<file path="config.mk">
export PLATFORM = sky130hd
export DESIGN_NAME = seg_scan_driver_2digit_flat
export DESIGN_NICKNAME = d
export VERILOG_FILES = /design/src/rtl/seg_scan_driver_2digit_if.sv /design/src/rtl/seg_scan_driver_2digit.sv /design/src/flat_wrapper.sv
export SDC_FILE = /design/constraint.sdc
export NUM_CORES = 1
export LEC_CHECK = 0
export CAP_MARGIN = 20
export CORE_ASPECT_RATIO = 0.9
export CORE_MARGIN = 8
export CORE_UTILIZATION = 45
export DETAILED_ROUTE_END_ITERATION = 12
export MAX_ROUTING_LAYER = met4
export PLACE_DENSITY = 0.66
export SKIP_CTS_REPAIR_TIMING = 1
export SLEW_MARGIN = 5
export SYNTH_ARGS = -nofsm -noshare
export SYNTH_HDL_FRONTEND = slang
export SYNTH_SLANG_ARGS = --single-unit
</file>
<file path="constraint.sdc">
create_clock -name clk -period 2.7 [get_ports clk]
set_clock_uncertainty 0.15 [all_clocks]
set_input_delay 0.405 -clock clk [delete_from_list [all_inputs] [get_ports clk]]
set_output_delay 0.405 -clock clk [all_outputs]
set_load 0.05 [all_outputs]
</file>
<file path="src/rtl/seg_scan_driver_2digit_if.sv">
// seg_scan_driver_2digit_if
// Bundles the counter-side inputs and display-side outputs of the two-digit
// seven-segment scan driver.
//   Qin1/Qin2  : counter low/high nibble
//   Carry_in   : ripple carries, [0] low stage, [1] high stage
//   Ovf_Clr    : synchronous clear of the sticky overflow flag
//   Seg        : {g,f,e,d,c,b,a}, active-low
//   Dp         : decimal point, active-low
//   Digit_N    : digit enables, active-low, [0] low digit, [1] high digit
//   Ovf        : sticky overflow flag
// master = stimulus/counter side, slave = driver side.
interface seg_scan_driver_2digit_if;
    logic [3:0] Qin1;
    logic [3:0] Qin2;
    logic [1:0] Carry_in;
    logic       Ovf_Clr;
    logic [6:0] Seg;
    logic       Dp;
    logic [1:0] Digit_N;
    logic       Ovf;

    modport master (
        output Qin1, Qin2, Carry_in, Ovf_Clr,
        input  Seg, Dp, Digit_N, Ovf
    );

    modport slave (
        input  Qin1, Qin2, Carry_in, Ovf_Clr,
        output Seg, Dp, Digit_N, Ovf
    );
endinterface

</file>
<file path="src/rtl/seg_scan_driver_2digit.sv">
// seg_scan_driver_2digit
// Two-digit multiplexed common-anode seven-segment driver fed by an 8-bit
// cascaded counter. The counter is snapshotted on entry to the low-digit slot
// so a whole frame shows one consistent value; each digit slot is followed by
// a one-cycle all-off gap so the two digit enables never overlap.
// Ports:
//   clk      : rising-edge clock
//   Reset_N  : asynchronous active-low reset
//   bus      : slave modport of seg_scan_driver_2digit_if (counter in, display out)
// Parameter:
//   SCAN_DIV : cycles per digit slot including the gap (2..65535)
// Optional feature:
//   LZ_BLANK_EN : when defined, the high digit is blanked if its snapshot is 0
//                 (decimal point still shows the overflow flag).
module seg_scan_driver_2digit #(
    parameter int unsigned SCAN_DIV = 4
) (
    input  logic                     clk,
    input  logic                     Reset_N,
    seg_scan_driver_2digit_if.slave  bus
);

    typedef enum logic [1:0] {
        S_D0 = 2'd0,
        S_G0 = 2'd1,
        S_D1 = 2'd2,
        S_G1 = 2'd3
    } state_t;

    localparam logic [15:0] DIV_LAST = 16'(SCAN_DIV - 2);
    localparam logic [6:0]  SEG_OFF  = 7'h7F;

    state_t      state;
    logic [15:0] div;
    logic [3:0]  snap1;
    logic [3:0]  snap2;
    logic        snapc;
    logic        ovf_nxt;

    function automatic logic [6:0] dec(input logic [3:0] v);
        logic [6:0] s;
        s = SEG_OFF;
        case (v)
            4'h0: s = 7'h40;
            4'h1: s = 7'h79;
            4'h2: s = 7'h24;
            4'h3: s = 7'h30;
            4'h4: s = 7'h19;
            4'h5: s = 7'h12;
            4'h6: s = 7'h02;
            4'h7: s = 7'h78;
            4'h8: s = 7'h00;
            4'h9: s = 7'h10;
            4'hA: s = 7'h08;
            4'hB: s = 7'h03;
            4'hC: s = 7'h46;
            4'hD: s = 7'h21;
            4'hE: s = 7'h06;
            4'hF: s = 7'h0E;
            default: s = SEG_OFF;
        endcase
        return s;
    endfunction

    function automatic logic [6:0] hi_seg(input logic [3:0] v);
`ifdef LZ_BLANK_EN
        return (v == 4'h0) ? SEG_OFF : dec(v);
`else
        return dec(v);
`endif
    endfunction

    // Set wins over clear. The high-digit Dp is loaded from this same value so
    // it lines up with the Ovf register on every edge instead of lagging it.
    assign ovf_nxt = bus.Carry_in[1] | (bus.Ovf & ~bus.Ovf_Clr);

    always_ff @(posedge clk or negedge Reset_N) begin
        if (!Reset_N) begin
            bus.Ovf <= 1'b0;
        end else begin
            bus.Ovf <= ovf_nxt;
        end
    end

    always_ff @(posedge clk or negedge Reset_N) begin
        if (!Reset_N) begin
            state       <= S_G1;
            div         <= '0;
            snap1       <= '0;
            snap2       <= '0;
            snapc       <= 1'b0;
            bus.Seg     <= SEG_OFF;
            bus.Dp      <= 1'b1;
            bus.Digit_N <= 2'b11;
        end else begin
            case (state)
                S_D0: begin
                    if (div == DIV_LAST) begin
                        state       <= S_G0;
                        div         <= '0;
                        bus.Seg     <= SEG_OFF;
                        bus.Dp      <= 1'b1;
                        bus.Digit_N <= 2'b11;
                    end else begin
                        div <= div + 16'd1;
                    end
                end
                S_G0: begin
                    state       <= S_D1;
                    div         <= '0;
                    bus.Seg     <= hi_seg(snap2);
                    bus.Dp      <= ~ovf_nxt;
                    bus.Digit_N <= 2'b01;
                end
                S_D1: begin
                    // Overflow is live, so the high-digit Dp refreshes every cycle.
                    bus.Dp <= ~ovf_nxt;
                    if (div == DIV_LAST) begin
                        state       <= S_G1;
                        div         <= '0;
                        bus.Seg     <= SEG_OFF;
                        bus.Dp      <= 1'b1;
                        bus.Digit_N <= 2'b11;
                    end else begin
                        div <= div + 16'd1;
                    end
                end
                default: begin // S_G1: frame start, take the snapshot
                    state       <= S_D0;
                    div         <= '0;
                    snap1       <= bus.Qin1;
                    snap2       <= bus.Qin2;
                    snapc       <= bus.Carry_in[0];
                    // Outputs are built from the inputs being captured so the
                    // first low-digit cycle already shows the new snapshot.
                    bus.Seg     <= dec(bus.Qin1);
                    bus.Dp      <= ~bus.Carry_in[0];
                    bus.Digit_N <= 2'b10;
                end
            endcase
        end
    end

endmodule

</file>
<file path="src/flat_wrapper.sv">
// flat-port wrapper written by rule: the top's interface ports become plain ports
module seg_scan_driver_2digit_flat 
#(
    parameter int unsigned SCAN_DIV = 4
)
  (clk, Reset_N, bus_Qin1, bus_Qin2, bus_Carry_in, bus_Ovf_Clr, bus_Seg, bus_Dp, bus_Digit_N, bus_Ovf);
  seg_scan_driver_2digit_if bus_i ();
  input  logic clk;
  input  logic Reset_N;
  input wire logic [$bits(bus_i.Qin1)-1:0] bus_Qin1;
  input wire logic [$bits(bus_i.Qin2)-1:0] bus_Qin2;
  input wire logic [$bits(bus_i.Carry_in)-1:0] bus_Carry_in;
  input wire logic [$bits(bus_i.Ovf_Clr)-1:0] bus_Ovf_Clr;
  output wire logic [$bits(bus_i.Seg)-1:0] bus_Seg;
  output wire logic [$bits(bus_i.Dp)-1:0] bus_Dp;
  output wire logic [$bits(bus_i.Digit_N)-1:0] bus_Digit_N;
  output wire logic [$bits(bus_i.Ovf)-1:0] bus_Ovf;
  assign bus_i.Qin1 = bus_Qin1;
  assign bus_i.Qin2 = bus_Qin2;
  assign bus_i.Carry_in = bus_Carry_in;
  assign bus_i.Ovf_Clr = bus_Ovf_Clr;
  assign bus_Seg = bus_i.Seg;
  assign bus_Dp = bus_i.Dp;
  assign bus_Digit_N = bus_i.Digit_N;
  assign bus_Ovf = bus_i.Ovf;
  seg_scan_driver_2digit #(.SCAN_DIV(SCAN_DIV)) u_core (.clk(clk), .Reset_N(Reset_N), .bus(bus_i));
endmodule
</file>
==> impl_metrics.json <==
{
  "outcome": "finished clean",
  "max_capacitance_violation_total": 0,
  "mostFrequentLayoutCell": "sky130_fd_sc_hd__clkdlybuf4s50_1",
  "slowest_library_cell_on_the_worst_path": "sky130_fd_sc_hd__or4_1",
  "global_route.usage.total_pct": 14.3,
  "setup_viol": 0,
  "fin_tns_setup_ps": 0,
  "leakagePower_uw": 0.00114,
  "synth.yosys.seq_area_share_pct": 37.8,
  "fin_util_pct": 54.5,
  "max-slew-margin-rel_pct": 65.9,
  "worstSetupEndpointType": "flip-flop",
  "cts.sink_count": 33,
  "asyncSetResetFlopFracSynth_pct": 100,
  "gpl.final_weighted_congestion": 0.851,
  "routed-via-count": 1785,
  "num-nets-final": 293,
  "synth_seq_cells": 33,
  "power_density_nw_per_um2": 403,
  "timing_worst_slew_pin_value_ps": 510,
  "final.period_utilization_pct": 91.2,
  "critPathLaunchType": "flip-flop",
  "detail_route.drc_violations": 0,
  "syn_to_final_growth_pct": 17.7,
  "critPathMaxStageDelay_ps": 680,
  "worstHoldPathType": "reg -> reg",
  "final_hold_viol_count": 0,
  "layout-drive-gt1-share_pct": 15.4,
  "synth_largest_type_area_fraction_pct": 23.6,
  "drt_iter0_markers": 121,
  "critical-path-top-cell-by-count": "sky130_fd_sc_hd__or4_1",
  "ys_warn_count": 0,
  "via_per_inst": 5.49,
  "die_height_um": 82.7,
  "grt_pass1_wl_um": 8370,
  "vdd.ir_drop.worst_uv": 261,
  "die_wd_um": 90.1,
  "grt_setup_unrepaired": "no",
  "mostFrequentLayoutCells": "sky130_fd_sc_hd__clkdlybuf4s50_1, sky130_fd_sc_hd__nor2_1, sky130_fd_sc_hd__ha_1, sky130_fd_sc_hd__dfrtp_1, sky130_fd_sc_hd__a21oi_1",
  "cts_htree_levels": 2,
  "netlist_top_cells_area": "sky130_fd_sc_hd__dfrtp_1, sky130_fd_sc_hd__dfstp_2, sky130_fd_sc_hd__ha_1",
  "initial_antenna_violation_count": 0,
  "worst_ep_required_time_ps": 2780,
  "final_max_slew_viol_count": 0,
  "post_synth_instance_area_um2": 2230,
  "port_buffers": 23,
  "grt_overflow_total": 0,
  "rows": 24,
  "synth_top_area_cell": "sky130_fd_sc_hd__dfrtp_1",
  "clock_tree_from_tritoncts": "yes",
  "arrival_ps": 2540,
  "total_power_consumption_uw": 1060,
  "numCtsBuffers": 5,
  "cts.path.max_buffers": 2,
  "edff_count_synth": 0,
  "coreArea_um2": 4800,
  "fp.dieArea_um2": 7460,
  "routed_length_per_placed_instance_um": 14.8,
  "num_antenna_cells": 0,
  "yosysUniqueCellTypes": 45,
  "final_antenna_net_count": 0,
  "clock_insertion_delay_worst_skew_ps": 290,
  "detailedPlacementHpwl_um": 3530,
  "first_global_vias": 1725,
  "critPathKind": "reg -> reg",
  "clock_tree.root_cell": "sky130_fd_sc_hd__clkbuf_8",
  "post-route-min-period_ps": 2460,
  "design.portCount": 24,
  "synth_fp_nets": 271,
  "cp_cell_sequence": "or4_1 > or4_1 > nand2_1 > buf_12 > o221a_2",
  "initial_core_util_pct": 46.3,
  "synth_flop_cell": "sky130_fd_sc_hd__dfrtp_1",
  "fmax_mhz": 406,
  "drt-pass1-iter-count": 4,
  "syn_area_per_cell_um2": 9.39,
  "worst_setup_hold_path_clk_slew_ps": 70,
  "routed_wl_um": 4820,
  "maximum_number_of_pins_on_one_net_before_global_route_repair": 34,
  "worst-path-max-fanout": 20,
  "post_synth_inst_count": 237
}
## per-layer routing
layer | track usage [%] | part of all wire [%] | up-vias
met5 | - | 0 | -
met4 | 5.97 | 1.4 | 0
met3 | 2.98 | 4.5 | 6
met2 | 20.8 | 43 | 46
met1 | 19.1 | 52 | 844
li1 | - | - | 889
## Yosys cell counts (all sizes together), types with 7 or more instances
library cell and number:
nor2 22, dfrtp 21, ha 21, a21oi 16, inv 13, nand3 13
dfstp 12, nand2 11, clkbuf 9, o21ai 9, mux2i 7, xor2 7
## through the flow
| step | worst slack [ps] | instance area, µm² | instances | hold slack (ps) |
|---|---|---|---|---|
| after floorplan | 465 | 2230 | 237 | -40.6 |
| after global placement | 303 | 2530 | 317 | 326 |
| after detailed placement | 258 | 2530 | 317 | 326 |
| after CTS | 236 | 2620 | 325 | 336 |
| after global routing | 122 | 2620 | 325 | 349 |
| final | 238 | 2620 | 325 | 333 |
## sequential cells by signal, indices dropped and copies added (netlist names)
signal,flops
u_core.bus.Dp,1
u_core.bus.Digit_N,2
u_core.bus.Ovf,1
u_core.div,16
u_core.bus.Seg,7
u_core.snap2,4
u_core.state,2
## report_power, final
part | leakage [µW] | switching [µW] | internal (µW) | total, µW
registers | 0.000402 | 13.9 | 516 | 530
clock network | 0.0000439 | 189 | 178 | 366
logic | 0.000690 | 92.8 | 67.1 | 160
## cell type report
cell class,instances,area (µm²)
clock buffer,5,68.8
clock inverter,3,17.5
fill,448,2190
inverter,13,48.8
multi-input combinational,177,1270
sequential,33,841
tap,65,81.3
timing repair buffer,29,288
## cell families (layout without fill, tap and decap cells)
group | count (synthesis) | count (layout) | synth area share (%)
buf+inv | 27 | 50 | 5.00
simple gates | 86 | 86 | 21.0
flops | 33 | 33 | 37.8
mux | 11 | 11 | 6.18
xor+xnor | 12 | 12 | 4.72
fa+ha+maj | 21 | 21 | 11.8
compound gates | 47 | 47 | 13.5
## final timing paths
check / from / to / slack (ps) / cells after the start
min: u_core.bus.Seg[6] / u_core.bus.Seg[6] / 330 / 2
min in group asynchronous: Reset_N / u_core.div[1] / 360 / 2
min reg2reg: u_core.bus.Seg[6] / u_core.bus.Seg[6] / 330 / 2
max: u_core.div[7] / u_core.bus.Seg[0] / 240 / 5
max in group asynchronous: Reset_N / u_core.state[1] / 1700 / 2
max reg2reg: u_core.div[7] / u_core.bus.Seg[0] / 240 / 5
## critical path, delay by kind of cell (launching register included)
family                 cells  cell delay, ps
AOI/OAI and AO/OA          1             190
buffers and inverters      1             160
and+or+nand+nor            3            1470
DFF                        1             440
No activity file was read; power rests on OpenSTA's default activity.
